### src/rtl/div_sched_pkg.sv
// Shared types and constants for the time-multiplexed divider scheduler.
// Latency: n/a (declarations only).
// Backpressure: n/a.
package div_sched_pkg;

    localparam int DIVIDEND_W = 32;
    localparam int DIVISOR_W  = 16;
    localparam int ITER_LAST  = 31;
    localparam int CNT_W      = 5;

    typedef enum logic [1:0] {
        IDLE = 2'd0,
        ITER = 2'd1,
        FIX  = 2'd2,
        RESP = 2'd3
    } state_t;

endpackage

### src/rtl/div_nr_step.sv
// One non-restoring division iteration: shift {rem,quo}, add/sub divisor, set quotient bit.
// Latency: combinational.
// Backpressure: none; the scheduler decides when the result is registered.
module div_nr_step
    import div_sched_pkg::*;
(
    input  logic [DIVIDEND_W-1:0] rem,
    input  logic [DIVIDEND_W-1:0] quo,
    input  logic [DIVISOR_W-1:0]  b,
    output logic [DIVIDEND_W-1:0] rem_nxt,
    output logic [DIVIDEND_W-1:0] quo_nxt
);

    logic [DIVIDEND_W-1:0] rem_sh;
    logic [DIVIDEND_W-1:0] b_ext;

    // Shift the pair left, then move the partial remainder toward zero by one divisor.
    always_comb begin
        b_ext   = {{(DIVIDEND_W-DIVISOR_W){1'b0}}, b};
        rem_sh  = {rem[DIVIDEND_W-2:0], quo[DIVIDEND_W-1]};
        if (rem_sh[DIVIDEND_W-1]) begin
            rem_nxt = rem_sh + b_ext;
        end else begin
            rem_nxt = rem_sh - b_ext;
        end
        quo_nxt = {quo[DIVIDEND_W-2:0], ~rem_nxt[DIVIDEND_W-1]};
    end

endmodule

### src/rtl/div_share_sched.sv
// Round-robin scheduler sharing one bit-serial 32/16 divider; optional B==0 shortcut under DIV_ZERO_DETECT_EN.
// Latency: 34 cycles from transfer edge to resp_valid (1 cycle for B==0 with DIV_ZERO_DETECT_EN).
// Backpressure: response held stable while resp_ready low; req_ready stays 0 until the response is taken.
module div_share_sched
    import div_sched_pkg::*;
#(
    parameter int NUM_REQ = 4,
    parameter int ID_W    = $clog2(NUM_REQ)
) (
    input  logic                            clk,
    input  logic                            rst,
    input  logic [NUM_REQ-1:0]              req_valid,
    input  logic [NUM_REQ*DIVIDEND_W-1:0]   req_a,
    input  logic [NUM_REQ*DIVISOR_W-1:0]    req_b,
    output logic [NUM_REQ-1:0]              req_ready,
    output logic                            resp_valid,
    input  logic                            resp_ready,
    output logic [ID_W-1:0]                 resp_id,
    output logic [DIVIDEND_W-1:0]           resp_quotient,
    output logic [DIVIDEND_W-1:0]           resp_remainder,
    output logic                            resp_dz,
    output logic                            busy
);

    state_t                 state_q, state_d;
    logic [ID_W-1:0]        last_grant_q, last_grant_d;
    logic [ID_W-1:0]        id_q, id_d;
    logic [DIVISOR_W-1:0]   b_q, b_d;
    logic [DIVIDEND_W-1:0]  rem_q, rem_d;
    logic [DIVIDEND_W-1:0]  quo_q, quo_d;
    logic [CNT_W-1:0]       cnt_q, cnt_d;
    logic                   resp_valid_q, resp_valid_d;
    logic [ID_W-1:0]        resp_id_q, resp_id_d;
    logic [DIVIDEND_W-1:0]  resp_quotient_q, resp_quotient_d;
    logic [DIVIDEND_W-1:0]  resp_remainder_q, resp_remainder_d;
    logic                   resp_dz_q, resp_dz_d;

    logic                   found;
    logic [ID_W-1:0]        grant_idx;
    logic [NUM_REQ-1:0]     grant;
    logic [DIVIDEND_W-1:0]  a_sel;
    logic [DIVISOR_W-1:0]   b_sel;
    logic [DIVIDEND_W-1:0]  step_rem;
    logic [DIVIDEND_W-1:0]  step_quo;

    // Requester index k positions after base, wrapping at NUM_REQ (which need not be a power of two).
    function automatic logic [ID_W-1:0] rr_idx(input logic [ID_W-1:0] base, input int k);
        int s;
        s = int'(base) + k;
        if (s >= NUM_REQ) begin
            s = s - NUM_REQ;
        end
        return ID_W'(s);
    endfunction

    div_nr_step u_step (
        .rem     (rem_q),
        .quo     (quo_q),
        .b       (b_q),
        .rem_nxt (step_rem),
        .quo_nxt (step_quo)
    );

    // Round-robin pick: first valid requester after the last granted one.
    always_comb begin
        found     = 1'b0;
        grant_idx = '0;
        grant     = '0;
        for (int k = 1; k <= NUM_REQ; k++) begin
            if (!found && req_valid[rr_idx(last_grant_q, k)]) begin
                found     = 1'b1;
                grant_idx = rr_idx(last_grant_q, k);
            end
        end
        if (found) begin
            grant[grant_idx] = 1'b1;
        end
        a_sel = req_a[int'(grant_idx)*DIVIDEND_W +: DIVIDEND_W];
        b_sel = req_b[int'(grant_idx)*DIVISOR_W +: DIVISOR_W];
    end

    assign req_ready      = (state_q == IDLE) ? grant : '0;
    assign busy           = (state_q != IDLE);
    assign resp_valid     = resp_valid_q;
    assign resp_id        = resp_id_q;
    assign resp_quotient  = resp_quotient_q;
    assign resp_remainder = resp_remainder_q;
    assign resp_dz        = resp_dz_q;

    // Sequencer: accept, iterate 32 times, correct the remainder, present the response.
    always_comb begin
        state_d          = state_q;
        last_grant_d     = last_grant_q;
        id_d             = id_q;
        b_d              = b_q;
        rem_d            = rem_q;
        quo_d            = quo_q;
        cnt_d            = cnt_q;
        resp_valid_d     = resp_valid_q;
        resp_id_d        = resp_id_q;
        resp_quotient_d  = resp_quotient_q;
        resp_remainder_d = resp_remainder_q;
        resp_dz_d        = resp_dz_q;
        case (state_q)
            IDLE: begin
                if (found) begin
                    last_grant_d = grant_idx;
                    id_d         = grant_idx;
                    b_d          = b_sel;
                    rem_d        = '0;
                    quo_d        = a_sel;
                    cnt_d        = '0;
                    state_d      = ITER;
`ifdef DIV_ZERO_DETECT_EN
                    // Zero divisor: answer immediately without touching the datapath.
                    if (b_sel == '0) begin
                        state_d          = RESP;
                        resp_valid_d     = 1'b1;
                        resp_id_d        = grant_idx;
                        resp_quotient_d  = '1;
                        resp_remainder_d = a_sel;
                        resp_dz_d        = 1'b1;
                    end
`endif
                end
            end
            ITER: begin
                rem_d = step_rem;
                quo_d = step_quo;
                cnt_d = cnt_q + CNT_W'(1);
                if (cnt_q == CNT_W'(ITER_LAST)) begin
                    state_d = FIX;
                end
            end
            FIX: begin
                // A negative partial remainder is brought back into [0, B).
                if (rem_q[DIVIDEND_W-1]) begin
                    resp_remainder_d = rem_q + {{(DIVIDEND_W-DIVISOR_W){1'b0}}, b_q};
                end else begin
                    resp_remainder_d = rem_q;
                end
                resp_valid_d    = 1'b1;
                resp_id_d       = id_q;
                resp_quotient_d = quo_q;
                resp_dz_d       = 1'b0;
                state_d         = RESP;
            end
            RESP: begin
                if (resp_ready) begin
                    resp_valid_d = 1'b0;
                    state_d      = IDLE;
                end
            end
            default: begin
                state_d = IDLE;
            end
        endcase
    end

    // Control state; reset discards any division in flight and makes requester 0 win first.
    always_ff @(posedge clk or posedge rst) begin
        if (rst) begin
            state_q      <= IDLE;
            last_grant_q <= ID_W'(NUM_REQ - 1);
            id_q         <= '0;
            cnt_q        <= '0;
        end else begin
            state_q      <= state_d;
            last_grant_q <= last_grant_d;
            id_q         <= id_d;
            cnt_q        <= cnt_d;
        end
    end

    // Divider working registers.
    always_ff @(posedge clk or posedge rst) begin
        if (rst) begin
            b_q   <= '0;
            rem_q <= '0;
            quo_q <= '0;
        end else begin
            b_q   <= b_d;
            rem_q <= rem_d;
            quo_q <= quo_d;
        end
    end

    // Registered response port.
    always_ff @(posedge clk or posedge rst) begin
        if (rst) begin
            resp_valid_q     <= 1'b0;
            resp_id_q        <= '0;
            resp_quotient_q  <= '0;
            resp_remainder_q <= '0;
            resp_dz_q        <= 1'b0;
        end else begin
            resp_valid_q     <= resp_valid_d;
            resp_id_q        <= resp_id_d;
            resp_quotient_q  <= resp_quotient_d;
            resp_remainder_q <= resp_remainder_d;
            resp_dz_q        <= resp_dz_d;
        end
    end

endmodule

### config.mk
export PLATFORM = sky130hd
export DESIGN_NAME = div_share_sched
export DESIGN_NICKNAME = d
export VERILOG_FILES = /design/src/rtl/div_sched_pkg.sv /design/src/rtl/div_nr_step.sv /design/src/rtl/div_share_sched.sv
export SDC_FILE = /design/constraint.sdc
export NUM_CORES = 1
export LEC_CHECK = 0
export CORE_AREA = 2 2 143 180
export CTS_CLUSTER_SIZE = 10
export DETAILED_ROUTE_END_ITERATION = 6
export DIE_AREA = 0 0 145 182
export PLACE_DENSITY = 0.76
export SYNTH_ARGS = -nofsm -noshare
export SYNTH_HDL_FRONTEND = slang
export SYNTH_SLANG_ARGS = --single-unit
### constraint.sdc
create_clock -name clk -period 15.35 [get_ports clk]
set_input_delay 3.07 -clock clk [delete_from_list [all_inputs] [get_ports clk]]
set_output_delay 3.07 -clock clk [all_outputs]
set_load 0.02 [all_outputs]
==> Yosys cells after proc, flatten, opt, wreduce, memory -nomap -nowiden <==
Index checks and enable logic that the tools add are counted.
{ "classes": {"magnitude_cmp": 10, "reduce_logical": 15, "n_bitwise": 1, "addsub": 12, "shifts": 2, "mux": 38, "eq_ne": 7} }
{ "op_table": {"columns": ["op", "n"], "rows": [
  ["$mux W32", 4],
  ["$pmux W32 S2", 2],
  ["$shiftx A128 B8 Y32", 1],
  ["$add A32 B16 Y32", 2],
  ["$shiftx A64 B7 Y16", 1],
  ["$sub A32 B16 Y32", 1],
  ["$mux W2", 11],
  ["$lt A2 B3 Y1 const B", 5],
  ["$mux W1", 10],
  ["$pmux W5 S2", 1],
  ["$ge A3 B3 Y1 const B", 3],
  ["$bmux W1 S2", 4],
  ["$mux W4", 2],
  ["$pmux W2 S4", 1],
  ["$sub A2 B1 Y2 const B", 4],
  ["$add A2 B2 Y3 const B", 2],
  ["$ne A2 B2 Y1 const B", 3],
  ["$reduce_and A2 Y1", 3],
  ["$reduce_bool A2 Y1", 3],
  ["$add A5 B1 Y5 const B", 1],
  ["$eq A5 B5 Y1 const B", 1],
  ["$mux W5", 1],
  ["$add A2 B3 Y4 const B", 1],
  ["$eq A2 B2 Y1 const B", 2],
  ["other kinds (11)", 16]
]} }
{ "totals": {"in_bits": 199, "word_cells": 96, "ff_bits": 158, "out_inout_bits": 73} }

==> Depth between registers and ports, before layout <==
Gate-level depths: netlist (run 1).
{ "depth": {"ltp_word": 21, "ltp_mapped": 17, "depth_no_buf": 17} }

==> Modules after synthesis <==
A second synthesis (run 1) with hierarchy kept.
{ "hier_totals": {"hier_cells": 1369, "area_unflattened_um2": 11423.5} }
{ "modules_own_cells": {"columns": ["module", "area_per_inst_um2", "cells_per_inst", "instances", "seq_area_each_um2"], "rows": [
  ["div_share_sched", 8897.3, 999, 1, 3956.3],
  ["div_nr_step", 2526.2, 370, 1, 0.0]
]} }

==> Worst setup path before layout (run 1) <==
No wires, ideal clock.
{ "synth_timing": {"path_kind": "input -> output", "start": "in req_valid[1]", "end": "out req_ready[1]", "stages": 6, "arrival_ns": 4.497, "t_required_ns": 12.280, "path_slack_ns": 7.783, "n_path_buf": 2, "path_cell_list": "nor2b_1 -> a21oi_1 -> o221ai_1 -> buf_2 -> clkbuf_1 -> nor3b_1"} }
{ "synth_between": {"elab_chain_cells": 18, "elab_cells_between_ends": 29, "cone_classes": "order compare (2); mux (20); reduce/logical (7)"} }
{ "synth_lines": {"columns": ["element", "line", "source"], "rows": [
  ["from (decl)", "div_share_sched.sv:12", "input logic [NUM_REQ-1:0] req_valid,"],
  ["$bmux W1 S2", "div_share_sched.sv:70", "if (!found && req_valid[rr_idx(last_grant_q, k)]) begin"],
  ["$mux W1 (implied by the code)", "div_share_sched.sv:70", null],
  ["$mux W1", "div_share_sched.sv:70", null],
  ["$logic_not A1 Y1", "div_share_sched.sv:70", null],
  ["$logic_and A1 B1 Y1", "div_share_sched.sv:70", null],
  ["$mux W1", "div_share_sched.sv:70", null],
  ["$logic_not A1 Y1", "div_share_sched.sv:70", null],
  ["$logic_and A1 B1 Y1", "div_share_sched.sv:70", null],
  ["[... 2 more ...]", null, null],
  ["$logic_and A1 B1 Y1", "div_share_sched.sv:70", null],
  ["$mux W2", "div_share_sched.sv:70", null],
  ["$lt A2 B3 Y1 (implied by the code) or $ge A2 B1 Y1 (tied branches)", "div_share_sched.sv:76", "grant[grant_idx] = 1'b1;"],
  ["$logic_and A1 B1 Y1 (implied by the code)", "div_share_sched.sv:76", null],
  ["$mux W1 (implied by the code)", "div_share_sched.sv:76", null],
  ["$demux W1 S2", "div_share_sched.sv:76", null],
  ["$mux W4 (*)", "div_share_sched.sv:75", "if (found) begin"],
  ["$mux W4 (*)", "div_share_sched.sv:82", "assign req_ready = (state_q == IDLE) ? grant : '0;"],
  ["to (decl)", "div_share_sched.sv:15", "output logic [NUM_REQ-1:0] req_ready,"]
]} }
Mark *: on every way between the ends. The rest lies on a longest branch, timed or not. The select of a mux whose other input is x is not followed.

==> Final worst setup path (run 1) <==
{ "layout_timing": {"start": "in req_valid[2]", "end": "out req_ready[2]"} }
Same word-level chain as after synthesis.

==> impl_metrics.csv, run 1 <==
group,metric,value,unit
synth,syn-num-nets,1603,
clocking,clk_pin_slew,0.06,ns
drt,avgRoutedWirePerCell,16.4,um
floorplan,fp.dieH,182,um
clocking,cts_buffer_depth,2,
drt,vias_per_cell,5.44,
worst_hold_path,hold_class,"register to register",
synth,synth_ff_type,"dfrtp_1",
clocking,cts_inserted_buffers,17,
sta,fmax,118,MHz
placed_design,post-place-ws,6.92,ns
drt,first_pass_iters,5,
synth,yosys_warnings,0,
pwr,p_total,3.43,mW
clocking,clkLatencyLatePin,0.43,ns
drt,drt_wl_total,31.4,mm
sta,fin_skew,0.00910,ns
pwr,power.net_switching,1.64,mW
worst_setup_path,cp_top_family,"buffers and inverters",
finish,diodes,0,
synth,yosysSeqAreaShare,0.359,
worst_setup_path,reg2reg_slack,10.50,ns
clocking,cts_tree,"done",
synth,synth_area,11000,um2
worst_setup_path,crit_path_cell_trace,"clkdlybuf4s50_1, nor4_1, nand2b_1, buf_4, nor3_1, clkdlybuf4s50_1",
synth,synth_edf_count,0,
global_routing,overflow,0,
placed_design,dp_cells,1877,
finish,seqCellArea,3960,um2
synth,avgSynthCellArea,8.20,um2
clocking,cts.sinks,158,
finish,multi_input_area,6640,um2
placed_design,port_buffers,270,
sta,slew_headroom,0.210,
sta,finalCritPeriodShare,0.551,
finish,layout_common_cells,"270 x clkdlybuf4s50_1, 221 x nand2_1, 156 x dfrtp_1",
drt,vias,10400,
worst_setup_path,max_stage_delay,0.61,ns
synth,ys_ff_latch,158,
worst_hold_path,min_path_cells,2,
finish,drive_above_1_share,0.0744,
worst_setup_path,crit_fanout,44,
floorplan,start_util,0.444,
finish,fin_nets,1821,
sta,setup_ws,6.89,ns
finish,nFillCells,2215,
clocking,cts_setup_buffers,0,
finish,mostFrequentLayoutCell,"clkdlybuf4s50_1",
floorplan,rows,65,
sta,fin_hold_ws,0.480,ns
sta,period_needed,8.46,ns
finish,fin_util,0.584,
pwr,worst_ir_drop_vdd,0.103,mV
pwr,combPwrFrac,0.642,
worst_setup_path,arrival,5.39,ns
placed_design,gp_congestion,0.903,
worst_setup_path,start_kind,"input pin",
global_routing,antenna_found_initial,0,
sta,rsz0062_at_grt,"false",
clocking,cts_resized,0,
clocking,cts.htree.levels,4,
placed_design,dpl_cell_area,13900,um2
finish,fin_area,14500,um2
global_routing,first_global_vias,10400,
clocking,root_buffer,"clkbuf_16",
synth,netlist_instances,1343,
placed_design,post-dp-hpwl,23.5,mm
pwr,seq_power_share,0.240,
floorplan,core-area,24800,um2
pwr,p_int,1.79,mW
floorplan,ios,272,
sta,worst_pin_slew,1.18,ns
sta,finalSetupViolCount,0,
sta,hold_violations,0,
worst_setup_path,r2r_cells,17,
synth,synth.distinct_cells,79,
finish,area_growth,31.4,%
synth,synthArstFlopShare,1.00,
worst_setup_path,cp.depth,6,
worst_setup_path,end_kind,"output port",
sta,tns,0,ns
pwr,clkPwrFrac,0.118,
worst_setup_path,crit_top_cell,"clkdlybuf4s50_1",
worst_setup_path,crit_type,"input pin to output port",
drt,ant_nets,0,
outcome,outcome,"completed",
clocking,postCtsHoldBufs,0,
floorplan,die-area,26400,um2
drt,drc,0,
global_routing,grtUsageTotal,0.239,
pwr,power_leakage,6.00,nW
worst_setup_path,cp_data_required_time,12.28,ns
worst_setup_path,cp.buffers_inverters,3,
pwr,p_sw_frac,0.479,
sta,slew_viol_final,0,
global_routing,grt_start_max_net_pins,99,
flow_run,drv_cap,0,
pwr,power_density,237,nW/um2
finish,stdcell_count,1908,
floorplan,die_w,145,um
global_routing,grt_pass1_wl,51.2,mm
worst_setup_path,cp_slowest_cell,"nor4_1",
drt,drt_iter0_drc,521,
==> registers in the layout, indices dropped and copies added, names as in the netlist <==
name            count
b_q                16
cnt_q               5
id_q                2
last_grant_q        2
quo_q              32
rem_q              32
resp_id             2
resp_quotient      32
resp_remainder     32
resp_valid          1
state_q             2
==> tightest hold or removal path: stages, from the launching register on <==
cell	delay [ns]
dfrtp_1	0.34
nand2_1	0.05
o21ai_0	0.06
==> synthesized netlist by cell type, drive strengths merged (3+ instances only) <==
cell	count	area (um2)
clkbuf	53	211
a21oi	118	602
nor2b	7	43.8
nor2	146	551
a22oi	3	22.5
o21bai	6	45.0
o41ai	3	33.8
inv	30	113
o31ai	4	35.0
buf	30	154
nand4	7	43.8
nand2b	6	37.5
nand2	221	830
a22o	5	43.8
or2	3	18.8
a211oi	30	230
a21o	11	82.6
nor3	13	70.1
o211ai	4	30.0
xnor2	31	272
dfrtp	156	3900
and3	7	46.3
a31oi	16	115
a21boi	4	30.0
xor2	36	315
a311oi	25	219
o21ai	121	613
and2	27	170
mux2	40	454
o22ai	15	93.8
mux2i	13	130
nor3b	4	30.0
o21a	10	75.1
nand3	41	210
ha	59	738
nor4	7	50.1
==> path summary, 6_finish.rpt <==
check / from / endpoint
max in group asynchronous: rst / id_q[0]
max reg2reg: b_q[2] / rem_q[31]
max: req_valid[2] / req_ready[2]
min in group asynchronous: rst / rem_q[28]
min reg2reg: id_q[1] / id_q[1]
min: id_q[1] / id_q[1]
==> area by class of cell <==
class | count | area share
multi-input combinational | 1072 | 0.459
inverter | 30 | 0.00812
tap | 335 | 0.0290
clock inverter | 10 | 0.00553
sequential | 158 | 0.273
timing repair buffer | 282 | 0.193
clock buffer | 21 | 0.0325
==> per-layer routing <==
metal  global-route usage  up-vias  part of all wire
met3               0.0573       48             0.056
met1                0.275     4866              0.41
met4               0.0891        0             0.026
met5                    0        -                 0
met2                0.431      293              0.51
li1                     -     5182                 -
==> power groups by stage <==
stage | registers (mW) | clock network (mW) | logic, mW
after floorplan | 0.862 | 0 | 1.53
final | 0.823 | 0.405 | 2.20
after global routing | 0.852 | 0.428 | 2.45
after CTS | 0.822 | 0.410 | 2.21
after global placement | 0.821 | 0 | 2.15
after detailed placement | 0.828 | 0 | 2.19
==> logic make-up after synthesis <==
kind of cell	Yosys count	synth area share
mux	53	0.0530
other cells	1	0.000340
fa+ha+maj	61	0.0706
flops	158	0.359
buf+inv	113	0.0434
xor+xnor	67	0.0533
simple gates	496	0.197
compound gates	394	0.223
(Power assumes the default switching activity.)
==> inputs of run 2 (changes only) <==
- clock period: 15.35 -> 7.9 ns (I/O delays scaled with it)
==> impl_metrics.csv, run 2 (synthesis gave the netlist of run 1 again) <==
group,metric,value,unit
outcome,outcome,"completed",
global_routing,grtUsageTotal,0.235,
floorplan,die_w,145,um
sta,rsz0062_at_grt,"false",
floorplan,fp.dieH,182,um
drt,ant_nets,0,
finish,layout_common_cells,"270 x clkdlybuf4s50_1, 221 x nand2_1, 156 x dfrtp_1",
worst_setup_path,rr_startpoint,"b_q[2]",
finish,drive_above_1_share,0.0756,
finish,diodes,0,
clocking,cts_resized,0,
worst_setup_path,cp_data_required_time,6.32,ns
floorplan,die-area,26400,um2
finish,area_growth,32.1,%
clocking,cts_inserted_buffers,17,
worst_setup_path,cp-startpoint,"req_valid[2]",
sta,hold_violations,0,
global_routing,overflow,0,
sta,slew_headroom,0.299,
finish,nFillCells,2245,
clocking,postCtsHoldBufs,0,
drt,avgRoutedWirePerCell,16.2,um
finish,mostFrequentLayoutCell,"clkdlybuf4s50_1",
sta,fin_skew,0.00860,ns
worst_setup_path,crit_type,"input pin to output port",
finish,multi_input_area,6640,um2
sta,tns,0,ns
clocking,cts.sinks,158,
worst_setup_path,crit_fanout,44,
global_routing,antenna_found_initial,0,
floorplan,ios,272,
sta,finalCritPeriodShare,0.684,
floorplan,rows,65,
sta,fin_hold_ws,0.490,ns
worst_hold_path,min_from,"id_q[1]",
clocking,cts.htree.levels,4,
finish,fin_util,0.587,
worst_setup_path,end_kind,"output port",
worst_setup_path,start_kind,"input pin",
clocking,clk_pin_slew,0.07,ns
clocking,cts_setup_buffers,0,
pwr,power_density,464,nW/um2
drt,drt_wl_total,31.0,mm
drt,vias,10400,
worst_hold_path,hold_class,"register to register",
flow_run,drv_cap,0,
drt,first_pass_iters,5,
clocking,clkLatencyLatePin,0.44,ns
sta,period_needed,5.40,ns
sta,fmax,185,MHz
pwr,power_leakage,6.05,nW
sta,slew_viol_final,0,
drt,drt_iter0_drc,684,
global_routing,grt_start_max_net_pins,104,
drt,drc,0,
global_routing,grt_pass1_wl,50.9,mm
floorplan,core-area,24800,um2
worst_setup_path,arrival,3.82,ns
pwr,worst_ir_drop_vdd,0.194,mV
clocking,cts_buffer_depth,2,
placed_design,port_buffers,270,
placed_design,gp_congestion,0.917,
sta,worst_pin_slew,1.04,ns
floorplan,start_util,0.444,
global_routing,first_global_vias,10200,
clocking,cts_tree,"done",
finish,fin_nets,1822,
sta,finalSetupViolCount,0,
drt,vias_per_cell,5.42,
finish,seqCellArea,3960,um2
clocking,root_buffer,"clkbuf_16",
placed_design,post-dp-hpwl,23.1,mm
==> run 2: layer usage <==
layer,vias up,wire length [um],global-route usage
met3,32,1900,0.0543
li1,5178,-,-
met1,4834,12900,0.284
met2,313,15600,0.421
met5,-,0,0
met4,0,546,0.0634
==> run 2: power by group <==
part	internal, mW	switching (mW)
logic	1.83	2.45
registers	1.21	0.378
clock network	0.509	0.368
total	3.55	3.20
==> run 2: final timing paths <==
check / to / slack, ns / depth (start not counted)
worst max-delay path: req_ready[0] / 2.50 / 6
max in group asynchronous: rem_q[2] / 4.95 / 3
worst max register to register: rem_q[28] / 3.21 / 16
worst min register to register: id_q[1] / 0.49 / 2
worst min-delay path: id_q[1] / 0.49 / 2
min in group asynchronous: resp_quotient[5] / 1.70 / 2
==> run 2: area by class of cell <==
cell class,count,share of cell area
flip-flops and latches,158,0.272
repair buffers,283,0.192
multi-input cells,1072,0.456
clock inverters,14,0.0132
inverters,30,0.00808
well taps,335,0.0288
clock buffers,18,0.0295
==> run 2: stage by stage <==
stage	setup slack [ns]	instances	cell area, um2	total power, mW
2_1_floorplan	2.06	1343	11000	4.66
3_3_place_gp	2.52	1878	13900	5.79
3_5_place_dp	2.49	1878	13900	5.87
4_1_cts	2.48	1910	14600	6.77
5_1_grt	2.30	1910	14600	7.36
6_report	2.50	1910	14600	6.75
==> run 2: worst max-delay path, stage by stage <==
cell and delay (ns):
clkdlybuf4s50_1 0.49, nor4_1 0.56, nand2b_1 0.18, buf_4 0.35, nor3_1 0.11, clkdlybuf4s50_1 0.56
==> inputs of run 3 (changes only) <==
- clock period: 7.9 -> 5.05 ns (I/O delays scaled with it)
==> impl_metrics.csv, run 3 (synthesis gave the netlist of run 1 again) <==
group,metric,value,unit
worst_setup_path,crit_fanout,10,
clocking,cts_setup_buffers,0,
finish,fin_area,14600,um2
global_routing,antenna_found_initial,0,
clocking,root_buffer,"clkbuf_16",
sta,tns,0,ns
clocking,cts_resized,0,
placed_design,port_buffers,270,
worst_setup_path,crit_type,"register to register",
sta,worst_pin_slew,1.11,ns
sta,period_needed,4.46,ns
clocking,clk_pin_slew,0.07,ns
pwr,p_total,10.6,mW
sta,fmax,224,MHz
sta,slew_viol_final,0,
finish,fin_util,0.587,
clocking,cts_inserted_buffers,17,
flow_run,drv_cap,0,
drt,vias,10500,
drt,wl_met3,1.67,mm
sta,finalCritPeriodShare,0.883,
global_routing,grtUsageTotal,0.242,
worst_setup_path,cp_data_required_time,5.37,ns
finish,area_growth,32.2,%
placed_design,post-dp-hpwl,24.2,mm
global_routing,grt_start_max_net_pins,133,
finish,diodes,0,
drt,dr_wl_met2,16.2,mm
clocking,cts_buffer_depth,2,
global_routing,grt_pass1_wl,52.0,mm
sta,finalSetupViolCount,0,
sta,fin_skew,0.00847,ns
clocking,clkLatencyLatePin,0.44,ns
worst_setup_path,start_kind,"register",
finish,multi_input_area,6640,um2
clocking,postCtsHoldBufs,0,
finish,layout_common_cells,"270 x clkdlybuf4s50_1, 221 x nand2_1, 156 x dfrtp_1",
outcome,outcome,"completed",
finish,nFillCells,2258,
clocking,cts_tree,"done",
floorplan,start_util,0.444,
sta,fin_hold_ws,0.485,ns
global_routing,overflow,0,
sta,hold_violations,0,
drt,m1WireLength,13.4,mm
floorplan,die_w,145,um
drt,first_pass_iters,5,
floorplan,rows,65,
floorplan,fp.dieH,182,um
drt,vias_per_cell,5.50,
clocking,cts.sinks,158,
pwr,power_leakage,6.05,nW
finish,fin_nets,1823,
finish,mostFrequentLayoutCell,"clkdlybuf4s50_1",
pwr,power_density,731,nW/um2
sta,rsz0062_at_grt,"false",
drt,drt_wl_total,32.3,mm
sta,slew_headroom,0.259,
worst_setup_path,arrival,4.77,ns
placed_design,dpl_cell_area,13900,um2
drt,drt_iter0_drc,672,
drt,route.top_layer_used,"met4",
drt,ant_nets,0,
placed_design,gp_congestion,0.920,
floorplan,ios,272,
finish,seqCellArea,3960,um2
drt,drc,0,
clocking,cts.htree.levels,4,
floorplan,core-area,24800,um2
finish,drive_above_1_share,0.0761,
worst_setup_path,end_kind,"register",
pwr,worst_ir_drop_vdd,0.307,mV
global_routing,first_global_vias,10400,
floorplan,die-area,26400,um2
worst_hold_path,hold_class,"register to register",
drt,avgRoutedWirePerCell,16.9,um
run 3: cell types whose count changed in the layout (fill, tap and decap cells not counted):
cell,change
nor4_2,-1
inv_6,+2
clkinvlp_4,+1
nor4_1,+1
clkbuf_1,-1
buf_12,+1
inv_8,-2
run 3: path summary, 6_finish.rpt:
kind	start	endpoint	slack, ns	cells past startpoint
hold / removal	id_q[1]	id_q[1]	0.49	2
hold reg to reg	id_q[1]	id_q[1]	0.49	2
setup reg to reg	b_q[2]	rem_q[31]	0.59	18
setup / recovery	b_q[2]	rem_q[31]	0.59	18
min in group asynchronous	rst	resp_remainder[27]	0.98	2
max in group asynchronous	rst	b_q[8]	2.94	3
run 3: layout make-up:
| class | count | area share |
|---|---|---|
| clock buffers | 17 | 0.0292 |
| clock inverters | 15 | 0.0134 |
| inverters | 30 | 0.00799 |
| multi-input cells | 1072 | 0.455 |
| flip-flops and latches | 158 | 0.272 |
| well taps | 335 | 0.0288 |
| repair buffers | 284 | 0.194 |
run 3: critical path, stage by stage, from the launching register on:
cell and delay [ns]:
dfrtp_1 0.47, nor3_2 0.28, nand2_1 0.11, nor3_1 0.36
nor4b_4 0.28, buf_4 0.20, nand2_1 0.08, nor4_1 0.25
ha_1 0.28, mux2_2 0.28, ha_1 0.21, a21oi_1 0.16
o21ai_2 0.10, a211oi_2 0.27, o31ai_1 0.15, a2111o_1 0.37
a21oi_1 0.17, xnor2_1 0.12, a22o_1 0.20
run 3: stage by stage:
step	setup slack (ns)	instances
6_report	0.593	1911
5_1_grt	0.207	1911
4_1_cts	0.614	1911
3_5_place_dp	0.652	1879
3_3_place_gp	0.842	1879
2_1_floorplan	1.11	1343
run 3: per-layer routing:
layer	up-vias	global-route usage
met3	58	0.0548
met5	-	0
met2	300	0.435
met4	0	0.0895
met1	4968	0.283
li1	5180	-
run 3: report_power, final:
group	switching, mW	internal, mW
sequential	0.632	1.90
combinational	3.86	2.87
clock	0.589	0.795
total	5.08	5.56
==> edit 1, RTL diff (settings of run 3) <==
Build with the macro `DIV_ZERO_DETECT_EN` defined.
--- a/src/rtl/div_share_sched.sv
+++ b/src/rtl/div_share_sched.sv
@@ -1,6 +1,8 @@
 // Round-robin scheduler sharing one bit-serial 32/16 divider; optional B==0 shortcut under DIV_ZERO_DETECT_EN.
 // Latency: 34 cycles from transfer edge to resp_valid (1 cycle for B==0 with DIV_ZERO_DETECT_EN).
 // Backpressure: response held stable while resp_ready low; req_ready stays 0 until the response is taken.
+`define DIV_ZERO_DETECT_EN
+
 module div_share_sched
     import div_sched_pkg::*;
 #(
Function: changed (a bounded check fails within 4 cycles, from zero or initial values and one cycle with rst high).
==> edit 1 against run 3 <==
  * Routed wire length rose by 22%
  * Core utilization up 2.2 points
  * Final area grew 3.8%
  * Sequential cell count increased by 1
  * Sequential share of layout area down 0.83 points
  * Power up 6.7%
  * Global-route usage rose by 5.3 points
  * Maximum frequency decreased by 1.4%
  * Hold slack gained 0.0083 ns
  * Setup slack lost 0.065 ns
  * Die area is the same
  * Area after synthesis grew 5.2%
  * Critical path depth shrank 1
==> edit 1: results (changes against run 3) <==
worst_setup_path:
  regToRegSetupSlack_ns: 0.53  # -0.06 ns
  crit_end: "rem_q[29]"
  arrival_ns: 4.80  # +0.03 ns
  r2r_cells: 17  # -1
  slowest_delay_ns: 0.44  # -0.03 ns
  critical_path.max_fanout: 8  # -2
placed_design:
  hpwlAfterDp_mm: 30.0  # +24%
  placed_cell_area_um2: 14600  # +4.6%
  gp_congestion: 0.955  # +3.8%
  io_buffers: 271  # +0.37%
  pre_cts_slack_ns: 0.457  # -0.195 ns
timing:
  worstMarginPinSlew_ns: 0.997  # -0.115 ns
  clock_skew_ns: 0.0160  # +0.00750 ns
  hold_ws_ns: 0.494  # +0.00826 ns
global_route:
  grt_start_max_net_pins: 66  # -50%
  grt_pass1_vias: 11500  # +10%
  grt_pass1_wl_mm: 62.1  # +20%
  track_usage_pct: 29.6  # +5.3 points
yosys:
  synth_xor_area_share_pct: 4.08  # -1.2 points
  synth.area.top_cells: "dfrtp_1 34%, nand2_1 8.4%, ha_1 6.4%, o21ai_0 5.4%, a21oi_1 3.8%"
  synth_fa_ha_area_share_pct: 6.71  # -0.35 points
  synthMuxAreaShare_pct: 6.54  # +1.2 points
  synth_cell_types: 73  # -7.6%
  yosysSeqAreaShare_pct: 34.3  # -1.6 points
  syn-num-nets: 1655  # +3.2%
pwr:
  p_leak_nw: 6.50  # +7.5%
  ir_drop_v: 0.000341  # +11%
final_layout:
  layout.nets: 1887  # +3.5%
  layout-drive-gt1-share_pct: 7.56  # -0.053 points
cts:
  cts.path.max_buffers: 2  # unchanged
  cts-resized-gates: 0  # unchanged
drt:
  dr.first_iter.drc_count: 837  # +25%
run_status:
  status: "complete, no violations"
-- edit 1: metrics by stage --
step,utilization (%),instances
after CTS,61.0,1975
after global routing,61.0,1975
after detailed placement,58.8,1943
final,61.0,1975
after global placement,58.8,1943
after floorplan,-,1395
-- edit 1: area by class of cell --
type | instances | area [µm²]
Multi-Input combinational cell | 1106 | 7070
Clock buffer | 19 | 433
Sequential cell | 159 | 3980
Tap cell | 335 | 419
Timing Repair Buffer | 299 | 2950
Clock inverter | 13 | 104
Fill cell | 2115 | 9680
Inverter | 44 | 169
-- edit 1: routing by layer --
layer / wire, µm / part of all wire, % / vias to the layer above / track usage, %
met5: 0 / 0 / - / 0
met4: 1270 / 3.2 / 0 / 10.7
met3: 2160 / 5.5 / 77 / 5.05
met2: 20100 / 51 / 426 / 54.1
met1: 15800 / 40 / 5687 / 34.8
li1: - / - / 5532 / -
-- edit 1: where the power goes --
group,switching [W],total [W],internal [W]
combinational,0.00424,0.00748,0.00323
clock,0.000589,0.00123,0.000639
sequential,0.000730,0.00265,0.00192
==> edit 2, RTL diff (config.mk and constraints of run 3) <==
Made on the original files. Re-encode `state_t` (4 states) as one-hot, 4 bits wide.
--- a/src/rtl/div_sched_pkg.sv
+++ b/src/rtl/div_sched_pkg.sv
@@ -8,11 +8,11 @@
     localparam int ITER_LAST  = 31;
     localparam int CNT_W      = 5;
 
-    typedef enum logic [1:0] {
-        IDLE = 2'd0,
-        ITER = 2'd1,
-        FIX  = 2'd2,
-        RESP = 2'd3
+    typedef enum logic [3:0] {
+        IDLE = 4'b0001,
+        ITER = 4'b0010,
+        FIX  = 4'b0100,
+        RESP = 4'b1000
     } state_t;
 
 endpackage
Function: no difference found for any inputs over 4 cycles, from zero or initial values and one cycle with rst high; so few cycles prove little.
==> edit 2 against run 3 <==
  * Sequential cell count rose by 2
  * Synthesized cell count shrank 10%
  * Sequential power shrank 12%
  * Area after synthesis shrank 2.4%
  * Non-clock buffer count is 3 higher
  * Critical path depth up 2
  * Routed wire length shrank 1.6%
  * First-iteration DRC count fell by 24%
  * Global-route usage up 0.19 points
  * Via count fell by 6.7%
  * Final area is 1.1% lower
  * Power is 17% lower
  * Maximum frequency increased by 0.93%
  * Setup slack better by 0.041 ns
  * Critical endpoint unchanged
  * Largest power group unchanged
==> edit 2: results (changes against run 3) <==
final_layout:
  layout.nets: 1705  # -6.5%
  comb.multi_input.count: 960  # -10%
  bufAreaShareNonClock_pct: 19.8  # +0.45 points
  multi_input_area_share_pct: 44.8  # -0.77 points
  inv_count: 23  # -23%
  finalInstanceArea_um2: 14400  # -1.1%
global_route:
  track_usage_pct: 24.4  # +0.19 points
  grt_pass1_wl_mm: 51.2  # -1.5%
  use_met3_pct: 3.77  # -1.7 points
  grt_use_met2_pct: 43.6  # +0.095 points
  grtUsageMet1_pct: 29.8  # +1.5 points
timing:
  maxSlewHeadroom_pct: 26.4  # +0.60 points
yosys:
  synth_cell_types: 68  # -14%
  synth.area.top_cells: "dfrtp_1 37%, nand2_1 10%, mux4_2 6.7%, ha_1 6.4%, o21ai_0 4.9%"
  yosysSeqAreaShare_pct: 37.3  # +1.4 points
  synthMuxAreaShare_pct: 11.4  # +6.1 points
  synth_xor_area_share_pct: 5.54  # +0.21 points
  synth-compound-area-share_pct: 16.6  # -5.7 points
run_status:
  status: "complete, no violations"
pwr:
  ir_drop_v: 0.000262  # -15%
drt:
  dr.first_iter.drc_count: 512  # -24%
  wirelength_met1_mm: 13.4  # -0.49%
placed_design:
  hpwlAfterDp_mm: 24.6  # +1.9%
  dp_cells: 1765  # -6.1%
worst_setup_path:
  regToRegSetupSlack_ns: 0.63  # +0.04 ns
edit 2: changes by cell type in the layout (fill, tap and decap cells not counted), sizes merged, moves of 13 or more:
cell / run 3 / this run
a211oi: 30 / 4
a21o: 11 / 24
a21oi: 118 / 65
a22oi: 3 / 31
a311oi: 25 / 1
a31oi: 16 / 3
and2: 27 / 6
mux2: 40 / 14
mux2i: 13 / 35
mux4: 0 / 32
nand2: 221 / 290
nor2: 146 / 51
nor3: 13 / 27
o22ai: 15 / 0
edit 2: metrics by stage:
stage / total power, W / util (%) / worst slack [ns] / hold slack [ns]
after floorplan: 0.00603 / - / 1.08 / 0.439
after global placement: 0.00743 / 55.7 / 0.770 / 0.450
after detailed placement: 0.00754 / 55.7 / 0.667 / 0.462
after CTS: 0.00889 / 58.1 / 0.653 / 0.480
after global routing: 0.00959 / 58.1 / 0.157 / 0.495
final: 0.00888 / 58.1 / 0.634 / 0.475
